### src/rtl/uart_pkg.sv
// Shared definitions for the UART line buffer: control characters and FSM states.
package uart_pkg;

  localparam logic [7:0] CHAR_CR  = 8'h0D;
  localparam logic [7:0] CHAR_LF  = 8'h0A;
  localparam logic [7:0] CHAR_BS  = 8'h08;
  localparam logic [7:0] CHAR_DEL = 8'h7F;

  typedef enum logic [1:0] {
    COLLECT = 2'd0,
    DRAIN   = 2'd1,
    SEND_CR = 2'd2,
    SEND_LF = 2'd3
  } state_e;

  // True for bytes that edit the line rather than being stored in it.
  function automatic logic is_control(input logic [7:0] b);
    return (b == CHAR_CR) || (b == CHAR_LF) || (b == CHAR_BS) || (b == CHAR_DEL);
  endfunction

endpackage

### src/rtl/uart_line_ram.sv
// Line storage: DEPTH x 8, synchronous write, asynchronous read, no reset.
module uart_line_ram #(
  parameter int DEPTH = 32
) (
  input  logic                     clk_i,
  input  logic                     we_i,
  input  logic [$clog2(DEPTH)-1:0] waddr_i,
  input  logic [7:0]               wdata_i,
  input  logic [$clog2(DEPTH)-1:0] raddr_i,
  output logic [7:0]               rdata_o
);

  logic [7:0] mem_q [DEPTH];

  // Capture the written byte; contents deliberately survive reset.
  always_ff @(posedge clk_i) begin
    if (we_i) begin
      mem_q[waddr_i] <= wdata_i;
    end
  end

  assign rdata_o = mem_q[raddr_i];

endmodule

### src/rtl/uart_line_buffer.sv
// Line editor between UART RX and TX: collects a line with backspace editing,
// then replays it followed by CR LF. A full line is flushed automatically.
module uart_line_buffer
  import uart_pkg::*;
#(
  parameter int DEPTH = 32
) (
  input  logic                   uart_clk,
  input  logic                   uart_rst_n,
  input  logic                   in_valid,
  input  logic [7:0]             in_data,
  output logic                   in_ready,
  output logic                   out_valid,
  output logic [7:0]             out_data,
  input  logic                   out_ready,
  output logic [$clog2(DEPTH):0] line_len,
  output logic                   overflow
);

  localparam int AW = $clog2(DEPTH);
  localparam int LW = AW + 1;

  state_e          state_q, state_d;
  logic [LW-1:0]   len_q, len_d;
  logic [AW-1:0]   rd_ptr_q, rd_ptr_d;
  logic            ovf_q, ovf_d;
  logic            alive_q;

  logic            in_xfer;
  logic            out_xfer;
  logic            is_store;
  logic            is_erase;
  logic            last_byte;
  logic            fills_line;
  logic [7:0]      ram_rdata;

  assign in_xfer    = in_valid && in_ready;
  assign out_xfer   = out_valid && out_ready;
  assign is_store   = !is_control(in_data);
  assign is_erase   = (in_data == CHAR_BS) || (in_data == CHAR_DEL);
  assign last_byte  = ({1'b0, rd_ptr_q} == (len_q - LW'(1)));
  assign fills_line = (len_q == LW'(DEPTH - 1));

  uart_line_ram #(
    .DEPTH (DEPTH)
  ) u_ram (
    .clk_i   (uart_clk),
    .we_i    (in_xfer && is_store),
    .waddr_i (len_q[AW-1:0]),
    .wdata_i (in_data),
    .raddr_i (rd_ptr_q),
    .rdata_o (ram_rdata)
  );

  // State register; alive_q holds in_ready low until the first edge after reset.
  always_ff @(posedge uart_clk or negedge uart_rst_n) begin
    if (!uart_rst_n) begin
      state_q <= COLLECT;
      alive_q <= 1'b0;
    end else begin
      state_q <= state_d;
      alive_q <= 1'b1;
    end
  end

  // Next-state logic: CR or a full line ends collection, CR/LF close the output.
  always_comb begin
    state_d = state_q;
    case (state_q)
      COLLECT: begin
        if (in_xfer) begin
          if (in_data == CHAR_CR) begin
            state_d = (len_q != '0) ? DRAIN : SEND_CR;
          end else if (is_store && fills_line) begin
            state_d = DRAIN;
          end
        end
      end
      DRAIN:   if (out_xfer && last_byte) state_d = SEND_CR;
      SEND_CR: if (out_xfer) state_d = SEND_LF;
      SEND_LF: if (out_xfer) state_d = COLLECT;
      default: state_d = COLLECT;
    endcase
  end

  // Line length, read pointer and overflow pulse updates.
  always_comb begin
    len_d    = len_q;
    rd_ptr_d = rd_ptr_q;
    ovf_d    = 1'b0;
    case (state_q)
      COLLECT: begin
        // Keeping rd_ptr at zero here guarantees DRAIN starts at buf[0].
        rd_ptr_d = '0;
        if (in_xfer) begin
          if (is_erase) begin
            if (len_q != '0) len_d = len_q - LW'(1);
          end else if (is_store) begin
            len_d = len_q + LW'(1);
            ovf_d = fills_line;
          end
        end
      end
      DRAIN: begin
        if (out_xfer) rd_ptr_d = rd_ptr_q + AW'(1);
      end
      SEND_LF: begin
        if (out_xfer) begin
          len_d    = '0;
          rd_ptr_d = '0;
        end
      end
      default: ;
    endcase
  end

  // Datapath registers; reset abandons any line in progress.
  always_ff @(posedge uart_clk or negedge uart_rst_n) begin
    if (!uart_rst_n) begin
      len_q    <= '0;
      rd_ptr_q <= '0;
      ovf_q    <= 1'b0;
    end else begin
      len_q    <= len_d;
      rd_ptr_q <= rd_ptr_d;
      ovf_q    <= ovf_d;
    end
  end

  // Outputs decoded from state: input side open only while collecting.
  always_comb begin
    in_ready  = 1'b0;
    out_valid = 1'b0;
    out_data  = 8'h00;
    case (state_q)
      COLLECT: in_ready = alive_q;
      DRAIN: begin
        out_valid = 1'b1;
        out_data  = ram_rdata;
      end
      SEND_CR: begin
        out_valid = 1'b1;
        out_data  = CHAR_CR;
      end
      SEND_LF: begin
        out_valid = 1'b1;
        out_data  = CHAR_LF;
      end
      default: ;
    endcase
  end

  assign line_len = len_q;
  assign overflow = ovf_q;

endmodule

### config.mk
export PLATFORM = sky130hd
export DESIGN_NAME = uart_line_buffer
export DESIGN_NICKNAME = d
export VERILOG_FILES = /design/src/rtl/uart_pkg.sv /design/src/rtl/uart_line_ram.sv /design/src/rtl/uart_line_buffer.sv
export SDC_FILE = /design/constraint.sdc
export NUM_CORES = 1
export LEC_CHECK = 0
export CORE_MARGIN = 3
export CORE_UTILIZATION = 66
export CTS_CLUSTER_SIZE = 20
export DETAILED_ROUTE_END_ITERATION = 7
export GPL_TIMING_DRIVEN = 0
export PLACE_DENSITY_LB_ADDON = 0.3
export SLEW_MARGIN = 10
export SYNTH_ARGS = -nofsm -noshare
export SYNTH_HDL_FRONTEND = slang
export SYNTH_HIERARCHICAL = 1
export SYNTH_SLANG_ARGS = --single-unit
### constraint.sdc
create_clock -name uart_clk -period 6.7 [get_ports uart_clk]
set_clock_uncertainty 0.1 [all_clocks]
set_input_delay 1.34 -clock uart_clk [delete_from_list [all_inputs] [get_ports uart_clk]]
set_output_delay 1.34 -clock uart_clk [all_outputs]
set_load 0.05 [all_outputs]
Word level (Yosys, flattened, before mapping). Memories as Yosys holds them, arrays and structs flattened. Index checks and enable logic that the tools add are counted.

Bits in writable memories: 256. Logic and storage cells: 70. Bits in registers: 15. Output and inout bits: 17. Bits of input ports: 12. Memories: 1.

Memories: u_ram.mem_q (depth 32, width 8, read ports 1, clocked after memory_dff 0, write ports 1, RTL line uart_line_ram.sv:13) `logic [7:0] mem_q [DEPTH];`.

Add/sub/neg operators: 3. Reductions and logical operators: 18. Eq/ne operators: 17. Multiplexer cells: 26.

Operator list (number): 6-bit 2-to-1 mux (5); 8-bit by 4-bit equality test with 1-bit output, second input constant (3); 8-bit one-hot mux with 3 select lines (1); 5-bit one-hot mux with 3 select lines (1); 2-bit 2-to-1 mux (7); 6-bit one-hot mux with 2 select lines (1); 5-bit 2-to-1 mux (2); 2-bit inequality test, second input constant (5); 5-bit AND reduction (2); 3-bit inequality test, second input constant (3); 8-bit by 7-bit equality test with 1-bit output, second input constant (1); 1-bit 2-to-1 mux (8); 2-bit one-hot mux with 4 select lines (1); 6-bit by 1-bit adder with 6-bit output, second input constant (1); 5-bit by 6-bit equality test with 1-bit output (1); 6-bit by 5-bit equality test with 1-bit output, second input constant (1); 6-bit nonzero test (1); 6-bit by 1-bit subtractor with 6-bit output, second input constant (1); 5-bit by 1-bit adder with 5-bit output, second input constant (1); 1-bit logical AND (5); 2-bit equality test, second input constant (2); 1-bit logical OR (4); 3-bit AND reduction (1); 3-bit nonzero test (1); other kinds (5) (5).

Logic depth before layout (Yosys ltp). Gate-level depths: netlist (run 1).

Depth after elaboration: 10. Depth in mapped cells: 9. Mapped depth without buffers: 8.

Modules after synthesis. Netlist (run 1), hierarchy kept.

By module, submodules not included: uart_line_ram (instances 1, area an instance 9893.2 um2, cells an instance 409); uart_line_buffer (instances 1, area an instance 1277.5 um2, cells an instance 149).

Worst setup path before layout (run 1). No wires, ideal clock.

Path kind: flip-flop to output port. Start point: register rd_ptr_q[2]. End point: output port out_data[3]. Required time: 5.260 ns. Cell stages (with the launch flop): 8. Data arrival time: 2.470 ns. Buffers on the path: 2. Setup slack: 2.790 ns. Path through: dfrtp_1 > clkbuf_1 > clkbuf_1 > mux4_2 > mux4_2 > mux2_2 > a211oi_1 > nor2_1.

Word-level cells in the longest chain between the ends: 2.

Ends and longest elaborated chain: start, declared (RTL line uart_line_buffer.sv:25) `logic [AW-1:0] rd_ptr_q, rd_ptr_d;`; start signal, assigned (RTL line uart_line_buffer.sv:125) `rd_ptr_q <= rd_ptr_d;`; memory read 32 x 8 bit; net ram_rdata[3] (RTL line uart_line_buffer.sv:35) `logic [7:0] ram_rdata;`; 8-bit one-hot mux with 3 select lines (RTL line uart_line_buffer.sv:135) `case (state_q)`; end, declared (RTL line uart_line_buffer.sv:14) `output logic [7:0] out_data,`.

The timed path passes the listed nets, and every way through them passes these cells.

Worst setup path in the final report (run 1). Ends and elaborated chain as after synthesis.

==> out/metrics.yaml, run 1 <==
switching_share: 0.291
fin_nets: 634
postCtsHoldBufs: 0
p_clk_frac: 0.328
clkSinkCount: 271
grt_pass1_wl_um: 38300
grt_overflow: 0
cts-root-buf: "clkbuf_16"
firstDrtPassIters: 5
rsz0062_at_grt: "no"
final_cells: 850
drv_cap: 0
cts_made_buffers: 26
p_leak_nw: 3.99
ioPinCount: 29
slew_headroom: 0.402
layout_commonest_cell: "edfxtp_1"
clock.fmax_mhz: 172
crit_start: "rd_ptr_q[2]"
comb_power_share: 0.249
area_growth_pct: 12.7
hold_viol: 0
dp_cells: 802
finalCriticalPeriod_ns: 5.83
drt_iter0_markers: 798
postCtsSetupRepairBufs: 0
via_count: 5893
start_kind: "register"
rows: 46
finalWorstSetupSlack_ns: 0.873
r2r-start: "state_q[0]"
die_h_um: 136
antenna_found_initial: 0
synth_cells: 558
synthArstFlopShare: 0.0554
fin_crit_sh: 0.870
cp.buffers_inverters: 3
cp_slowest_cell: "buf_1"
post-dp-hpwl_um: 15400
synth_edf_count: 256
fillers: 862
crit_fanout: 10
netlist_area_um2: 11200
cts_resized: 0
crit_path_frequent_cell: "mux4_2"
crit_path_end_kind: "primary output"
power.net_switching_mw: 1.35
p_int_mw: 3.29
path_cells: "clkbuf_1 -> buf_1 -> mux4_2 -> mux4_2 -> mux2_2 -> a211oi_1 -> nor2_1 -> clkdlybuf4s50_1"
whs_ns: 0.530
clk_latency_ns: 0.53
synth.distinct_cells: 50
die-area_um2: 18500
critical_path_required_ns: 5.26
drt_wl_total_um: 25200
hp-class: "register to register"
ys_seq_area_frac: 0.722
portBuffers: 28
yosys_register_bits: 271
mostFrequentLayoutCells: "256 x edfxtp_1, 80 x mux4_2, 43 x nor2_1, 26 x clkbuf_16, 20 x clkdlybuf4s50_1"
dp_slack_ns: 1.12
htree_num_levels: 1
irDropWorstVdd_mv: 0.370
remaining_drc_errors: 0
avgSynthCellArea_um2: 20.0
drive_gt1_frac: 0.256
slew_violations: 0
setup_violations: 0
cp_top_family: "buffers and inverters"
grt_start_max_net_pins: 37
cts_buffer_depth: 3
antennaDiodeCount: 0
start_util: 0.688
grt_pass1_vias: 5959
synth_flop_cell: "edfxtp_1"
wl_per_cell_um: 29.6
die_w_um: 136
max_stage_delay_ns: 0.74
syn_nets: 578
worstMarginPinSlew_ns: 0.896
clkTransAtPathRegs_ns: 0.06
cts_tree: "yes"
worstHoldStart: "line_len[5]"
status: "completed"
critical_path_class: "register to primary output"
design.core.area_um2: 16200
place.gp.congestion: 0.874
via_per_inst: 6.93
crit_arrival_ns: 4.39
power.density_nw_per_um2: 369
track_usage: 0.289
synth_warnings: 6
setup_tns_ns: 0
drtAntennaViolNets: 0
p_seq_frac: 0.423
[cells by family (layout without fill, tap and decap cells)]
logic type,after synthesis,count (layout),synth area share
buf+inv,31,107,0.0141
fa+ha+maj,8,8,0.00896
simple gates,113,113,0.0516
mux,95,95,0.176
flops,271,271,0.722
xor+xnor,7,7,0.00549
other cells,1,1,0.000336
compound gates,32,32,0.0214
[cells in the mapped netlist (all sizes together) (3+ instances only)]
library cell / number / area (um2)
edfxtp: 256 / 7690
mux4: 80 / 1800
nor2: 43 / 161
buf: 17 / 104
dfrtp: 15 / 375
nand2: 13 / 48.8
nand3: 12 / 65.1
mux2: 11 / 128
clkbuf: 9 / 35.0
nor3: 9 / 45.0
ha: 8 / 100
and2: 6 / 37.5
nand3b: 6 / 45.0
nor2b: 6 / 37.5
o21ai: 6 / 30.0
a21o: 5 / 37.5
a21oi: 5 / 25.0
inv: 5 / 18.8
xor2: 5 / 43.8
a211o: 4 / 36.3
mux2i: 4 / 40.0
a221o: 3 / 30.0
and3: 3 / 20.0
nor3b: 3 / 22.5
or3: 3 / 23.8
or3b: 3 / 26.3
[path summary, 6_finish.rpt]
check                                      to  slack, ns  cells past startpoint
max                               out_data[3]       0.87                      8
min                               line_len[5]       0.53                      1
max reg2reg                u_ram/mem_q[28][0]       3.41                      7
min reg2reg                       line_len[5]       0.53                      1
max in group asynchronous         line_len[4]       4.89                      1
min in group asynchronous             alive_q       1.15                      1
[worst reg2reg max path, delay by kind of cell, from the launching register on]
family | cells | cell delay (ns)
DFF | 1 | 0.45
adders and majority gates | 1 | 0.25
buffers and inverters | 2 | 0.45
and+or+nand+nor | 4 | 1.68
[sequential cells by signal, summed over array words and instances (netlist names)]
name	cells
alive_q	1
rd_ptr_q	5
line_len	6
u_ram/mem_q	256
overflow	1
state_q	2
[metrics by stage]
step | cell area, um2 | power, mW | utilization
final | 12600 | 4.64 | 0.776
after CTS | 12600 | 4.65 | 0.778
after global routing | 12600 | 4.79 | 0.776
after global placement | 11700 | 3.10 | 0.722
after detailed placement | 11700 | 3.13 | 0.722
after floorplan | 11200 | 2.79 | -
[layer usage]
| metal | GRT usage | wire [um] |
|---|---|---|
| met1 | 0.431 | 9790 |
| met2 | 0.463 | 12400 |
| met3 | 0.0574 | 2420 |
| met4 | 0.0577 | 581 |
| met5 | 0 | 0 |
[cell type report]
class                   count  area, um2  share of cell area
inverters                   5       18.8             0.00149
clock buffers              32        703              0.0559
flip-flops and latches    271       8060               0.641
plain buffers              26        139              0.0110
clock inverters            16        203              0.0161
well taps                 216        270              0.0215
multi-input cells         256       2950               0.234
repair buffers             28        240              0.0191
[power by group through the flow]
stage                     Clock (mW)  Sequential (mW)  Combinational, mW
final                           1.52             1.96               1.16
after global routing            1.60             1.97               1.22
after CTS                       1.54             1.96               1.15
after detailed placement           0             2.00               1.14
after global placement             0             1.99               1.11
after floorplan                    0             2.02              0.766
Note: power is estimated with default switching activity, not from simulation.
==> run 2, diff against run 1 <==
- SLEW_MARGIN: 10 -> not set
- TNS_END_PERCENT: not set -> 20
==> run 2 against run 1 <==
  * Total power grew 0.26%
  * Critical path depth is the same
  * Flip-flop and latch count is the same
  * Largest power group unchanged
  * Maximum frequency grew 0.34%
  * Hold slack gained 0.0080 ns
  * Final cell count grew 0.12%
  * Non-clock buffer count grew 1
  * Sequential share of layout area shrank 0.19 points
==> out/metrics.yaml, run 2 (synthesis results as in run 1) <==
crit_arrival_ns: 4.37
path_cells: "clkbuf_1 -> buf_1 -> mux4_2 -> mux4_2 -> mux2_2 -> a211oi_1 -> nor2_1 -> clkdlybuf4s50_1"
drtAntennaViolNets: 0
dp_slack_ns: 1.12
ioPinCount: 29
start_kind: "register"
die-area_um2: 18500
layout_commonest_cell: "edfxtp_1"
remaining_drc_errors: 0
place_area_um2: 11700
clkSinkCount: 271
design.core.area_um2: 16200
postCtsHoldBufs: 0
clock.fmax_mhz: 172
fillers: 861
wl_per_cell_um: 30.1
grt_pass1_vias: 5959
grt_pass1_wl_um: 38300
mostFrequentLayoutCells: "256 x edfxtp_1, 80 x mux4_2, 43 x nor2_1, 26 x clkbuf_16, 22 x clkdlybuf4s50_1"
critical_path_class: "register to primary output"
fin_nets: 635
cp_slowest_cell: "buf_1"
cts-root-buf: "clkbuf_16"
crit_path_end_kind: "primary output"
via_per_inst: 6.97
hold_viol: 0
crit_fanout: 10
cts_made_buffers: 26
status: "completed"
place.gp.congestion: 0.874
die_w_um: 136
grt_start_max_net_pins: 37
clkTransAtPathRegs_ns: 0.06
drv_cap: 0
post-dp-hpwl_um: 15400
largest_reg_flops: 256
clk_latency_ns: 0.53
drt_iter0_markers: 843
worstMarginPinSlew_ns: 1.29
drive_gt1_frac: 0.254
drt_wl_total_um: 25600
htree_num_levels: 1
slew_headroom: 0.141
fin_crit_sh: 0.867
cp.buffers_inverters: 3
crit_path_frequent_cell: "mux4_2"
p_leak_nw: 4.01
critical_path_required_ns: 5.26
postCtsSetupRepairBufs: 0
power.density_nw_per_um2: 368
area_growth_pct: 13.0
firstDrtPassIters: 5
cts_buffer_depth: 3
regMostFlops: "u_ram/mem_q"
whs_ns: 0.538
cts_resized: 0
grt_overflow: 0
portBuffers: 28
rows: 46
setup_violations: 0
cp_top_family: "buffers and inverters"
finalWorstSetupSlack_ns: 0.893
cts_tree: "yes"
antenna_found_initial: 0
via_count: 5930
track_usage: 0.289
die_h_um: 136
multiInputGateArea_um2: 2950
rsz0062_at_grt: "no"
irDropWorstVdd_mv: 0.369
slew_violations: 0
max_stage_delay_ns: 0.72
start_util: 0.688
setup_tns_ns: 0
hp-class: "register to register"
register_area_um2: 8060
antennaDiodeCount: 0
final_cell_area_um2: 12600
finalCriticalPeriod_ns: 5.81
## run 2: cell types whose count changed in the layout (fill, tap and decap cells not counted)
cell and change:
buf_16 +1, buf_2 -2, clkdlybuf4s50_1 +2
## run 2: worst paths after layout
path,start,end,slack (ns),cells past startpoint
worst max-delay path,rd_ptr_q[2],out_data[3],0.89,8
worst min-delay path,rd_ptr_q[1],rd_ptr_q[1],0.54,2
worst max register to register,state_q[0],u_ram/mem_q[28][0],3.38,7
worst min register to register,rd_ptr_q[1],rd_ptr_q[1],0.54,2
max in group asynchronous,uart_rst_n,line_len[4],4.90,1
min in group asynchronous,uart_rst_n,alive_q,1.15,1
## run 2: cell type report
cell class              count  area share
well taps                 216      0.0214
repair buffers             29      0.0220
multi-input cells         256       0.234
clock buffers              32      0.0557
flip-flops and latches    271       0.639
clock inverters            16      0.0161
inverters                   5     0.00149
plain buffers              26      0.0110
## run 2: where the power goes
group          internal [mW]  switching [mW]  total, mW
logic                  0.492           0.667       1.16
clock network          0.905           0.624       1.53
registers               1.89          0.0695       1.96
total                   3.29            1.36       4.65
## run 2: per-stage QoR
step / std cells / util / total power, mW
after floorplan: 558 / - / 2.79
after global placement: 802 / 0.722 / 3.10
after detailed placement: 802 / 0.722 / 3.13
after CTS: 850 / 0.778 / 4.65
after global routing: 851 / 0.778 / 4.79
final: 851 / 0.778 / 4.65
## run 2: worst register-to-register path, delay by kind of cell (launching register included)
kind	cells	cell delay, ns
buf+inv	2	0.46
fa+ha+maj	1	0.25
simple gates	4	1.70
flops	1	0.45
## run 2: layer usage
metal  track usage  wire (um)  up-vias
met3        0.0574       2500       62
li1              -          -     2396
met4        0.0577        617        0
met5             0          0        -
met2         0.463      12700      385
met1         0.431       9770     3087
==> run 3, diff against run 2 <==
- MAX_ROUTING_LAYER: not set -> met4
==> run 3 against run 2 <==
  * Routed wire length is essentially flat
  * Global-route usage grew 1.0 points
  * Die area is the same
  * Combinational power is essentially flat
  * First-iteration DRC count grew 4.9%
  * Total power grew 0.89%
  * Critical path depth is the same
  * Hold slack gained 0.0040 ns
  * Final cell count grew 0.12%
  * Flip-flop and latch count is the same
==> out/metrics.yaml, run 3 (synthesis results as in run 1) <==
crit_path_frequent_cell: "mux4_2"
track_usage: 0.299
remaining_drc_errors: 0
grt_overflow: 0
cts_made_buffers: 27
crit_path_end_kind: "primary output"
status: "completed"
worstHoldStart: "line_len[5]"
fillers: 832
rr_endpoint: "u_ram/mem_q[8][7]"
clk_latency_ns: 0.53
rows: 46
fin_util: 0.778
place.gp.congestion: 0.914
hold_viol: 0
regMostFlops: "u_ram/mem_q"
grt_pass1_vias: 5948
drv_cap: 0
via_per_inst: 7.00
path_cells: "clkbuf_1 -> buf_1 -> mux4_2 -> mux4_2 -> mux2_2 -> a211oi_1 -> nor2_1 -> clkdlybuf4s50_1"
p_leak_nw: 4.02
postCtsHoldBufs: 0
die_h_um: 136
worstMarginPinSlew_ns: 1.34
cts_buffer_depth: 3
setup_violations: 0
die-area_um2: 18500
firstDrtPassIters: 5
hp-class: "register to register"
critical_path_required_ns: 5.26
cts_resized: 0
crit_arrival_ns: 4.39
r2r-start: "state_q[0]"
layout_commonest_cell: "edfxtp_1"
drtAntennaViolNets: 0
hold_end: "line_len[5]"
postCtsSetupRepairBufs: 0
mostFrequentLayoutCells: "256 x edfxtp_1, 80 x mux4_2, 43 x nor2_1, 27 x clkbuf_16, 24 x clkdlybuf4s50_1"
crit_fanout: 10
antennaDiodeCount: 0
drt_iter0_markers: 884
power.density_nw_per_um2: 372
rr_worst_depth: 7
cts-root-buf: "clkbuf_16"
via_count: 5960
dp_slack_ns: 1.13
rsz0062_at_grt: "no"
area_growth_pct: 13.1
design.core.area_um2: 16200
post-dp-hpwl_um: 15000
clkTransAtPathRegs_ns: 0.06
die_w_um: 136
start_kind: "register"
largest_reg_flops: 256
fin_nets: 635
irDropWorstVdd_mv: 0.268
cp_slowest_cell: "clkdlybuf4s50_1"
place_area_um2: 11700
setup_tns_ns: 0
fin_crit_sh: 0.871
drive_gt1_frac: 0.255
clock.fmax_mhz: 171
cts_tree: "yes"
slew_violations: 0
r2r_slack_ns: 3.15
htree_num_levels: 1
final_cell_area_um2: 12600
grt_start_max_net_pins: 37
drt_wl_total_um: 25600
wl_per_cell_um: 30.0
start_util: 0.688
ioPinCount: 29
clkSinkCount: 271
max_stage_delay_ns: 0.71
slew_headroom: 0.102
critical_path_class: "register to primary output"
grt_pass1_wl_um: 38300
portBuffers: 28
finalWorstSetupSlack_ns: 0.867
antenna_found_initial: 0
whs_path_depth: 1
whs_ns: 0.542
finalCriticalPeriod_ns: 5.83
-- run 3: layout make-up --
| type | count | area [um2] | area share |
|---|---|---|---|
| clock buffer | 28 | 679 | 0.0538 |
| multi-input combinational | 256 | 2950 | 0.234 |
| inverter | 5 | 18.8 | 0.00149 |
| timing repair buffer | 28 | 260 | 0.0206 |
| clock inverter | 22 | 249 | 0.0197 |
| buffer | 26 | 139 | 0.0110 |
| tap | 216 | 270 | 0.0214 |
| sequential | 271 | 8060 | 0.638 |
-- run 3: critical path, delay by kind of cell, from the launching register on --
family                 cells  cell delay, ns
AO/OA/AOI/OAI              1            0.24
buffers and inverters      3            1.92
flip-flops                 1            0.35
multiplexers               3            1.27
AND/OR/NAND/NOR            1            0.06
-- run 3: how the worst max path moves through the flow --
stage | start | to | slack (ns)
final | rd_ptr_q[2] | out_data[3] | 0.87
after global routing | rd_ptr_q[2] | out_data[3] | 0.80
after CTS | rd_ptr_q[2] | out_data[3] | 0.91
after detailed placement | in_data[7] | u_ram/mem_q[8][7] | 1.13
after global placement | in_data[7] | u_ram/mem_q[24][7] | 1.31
after floorplan | rd_ptr_q[2] | out_data[3] | 2.79
-- run 3: report_power, final --
group	internal (mW)	total (mW)	switching, mW	leakage (nW)
logic	0.491	1.15	0.661	1.08
clock network	0.934	1.56	0.629	0.462
registers	1.89	1.98	0.0834	2.49
total	3.32	4.69	1.37	4.02
-- run 3: metrics by stage --
stage | power (mW) | instances
after detailed placement | 3.14 | 802
after global placement | 3.11 | 802
after CTS | 4.70 | 852
after floorplan | 2.79 | 558
final | 4.69 | 852
after global routing | 4.84 | 852
-- run 3: layer usage --
layer	vias up	track usage	share of wire
met5	-	-	0
met4	0	0.0588	0.028
met3	64	0.0577	0.096
met2	409	0.464	0.49
met1	3070	0.433	0.39
li1	2417	-	-
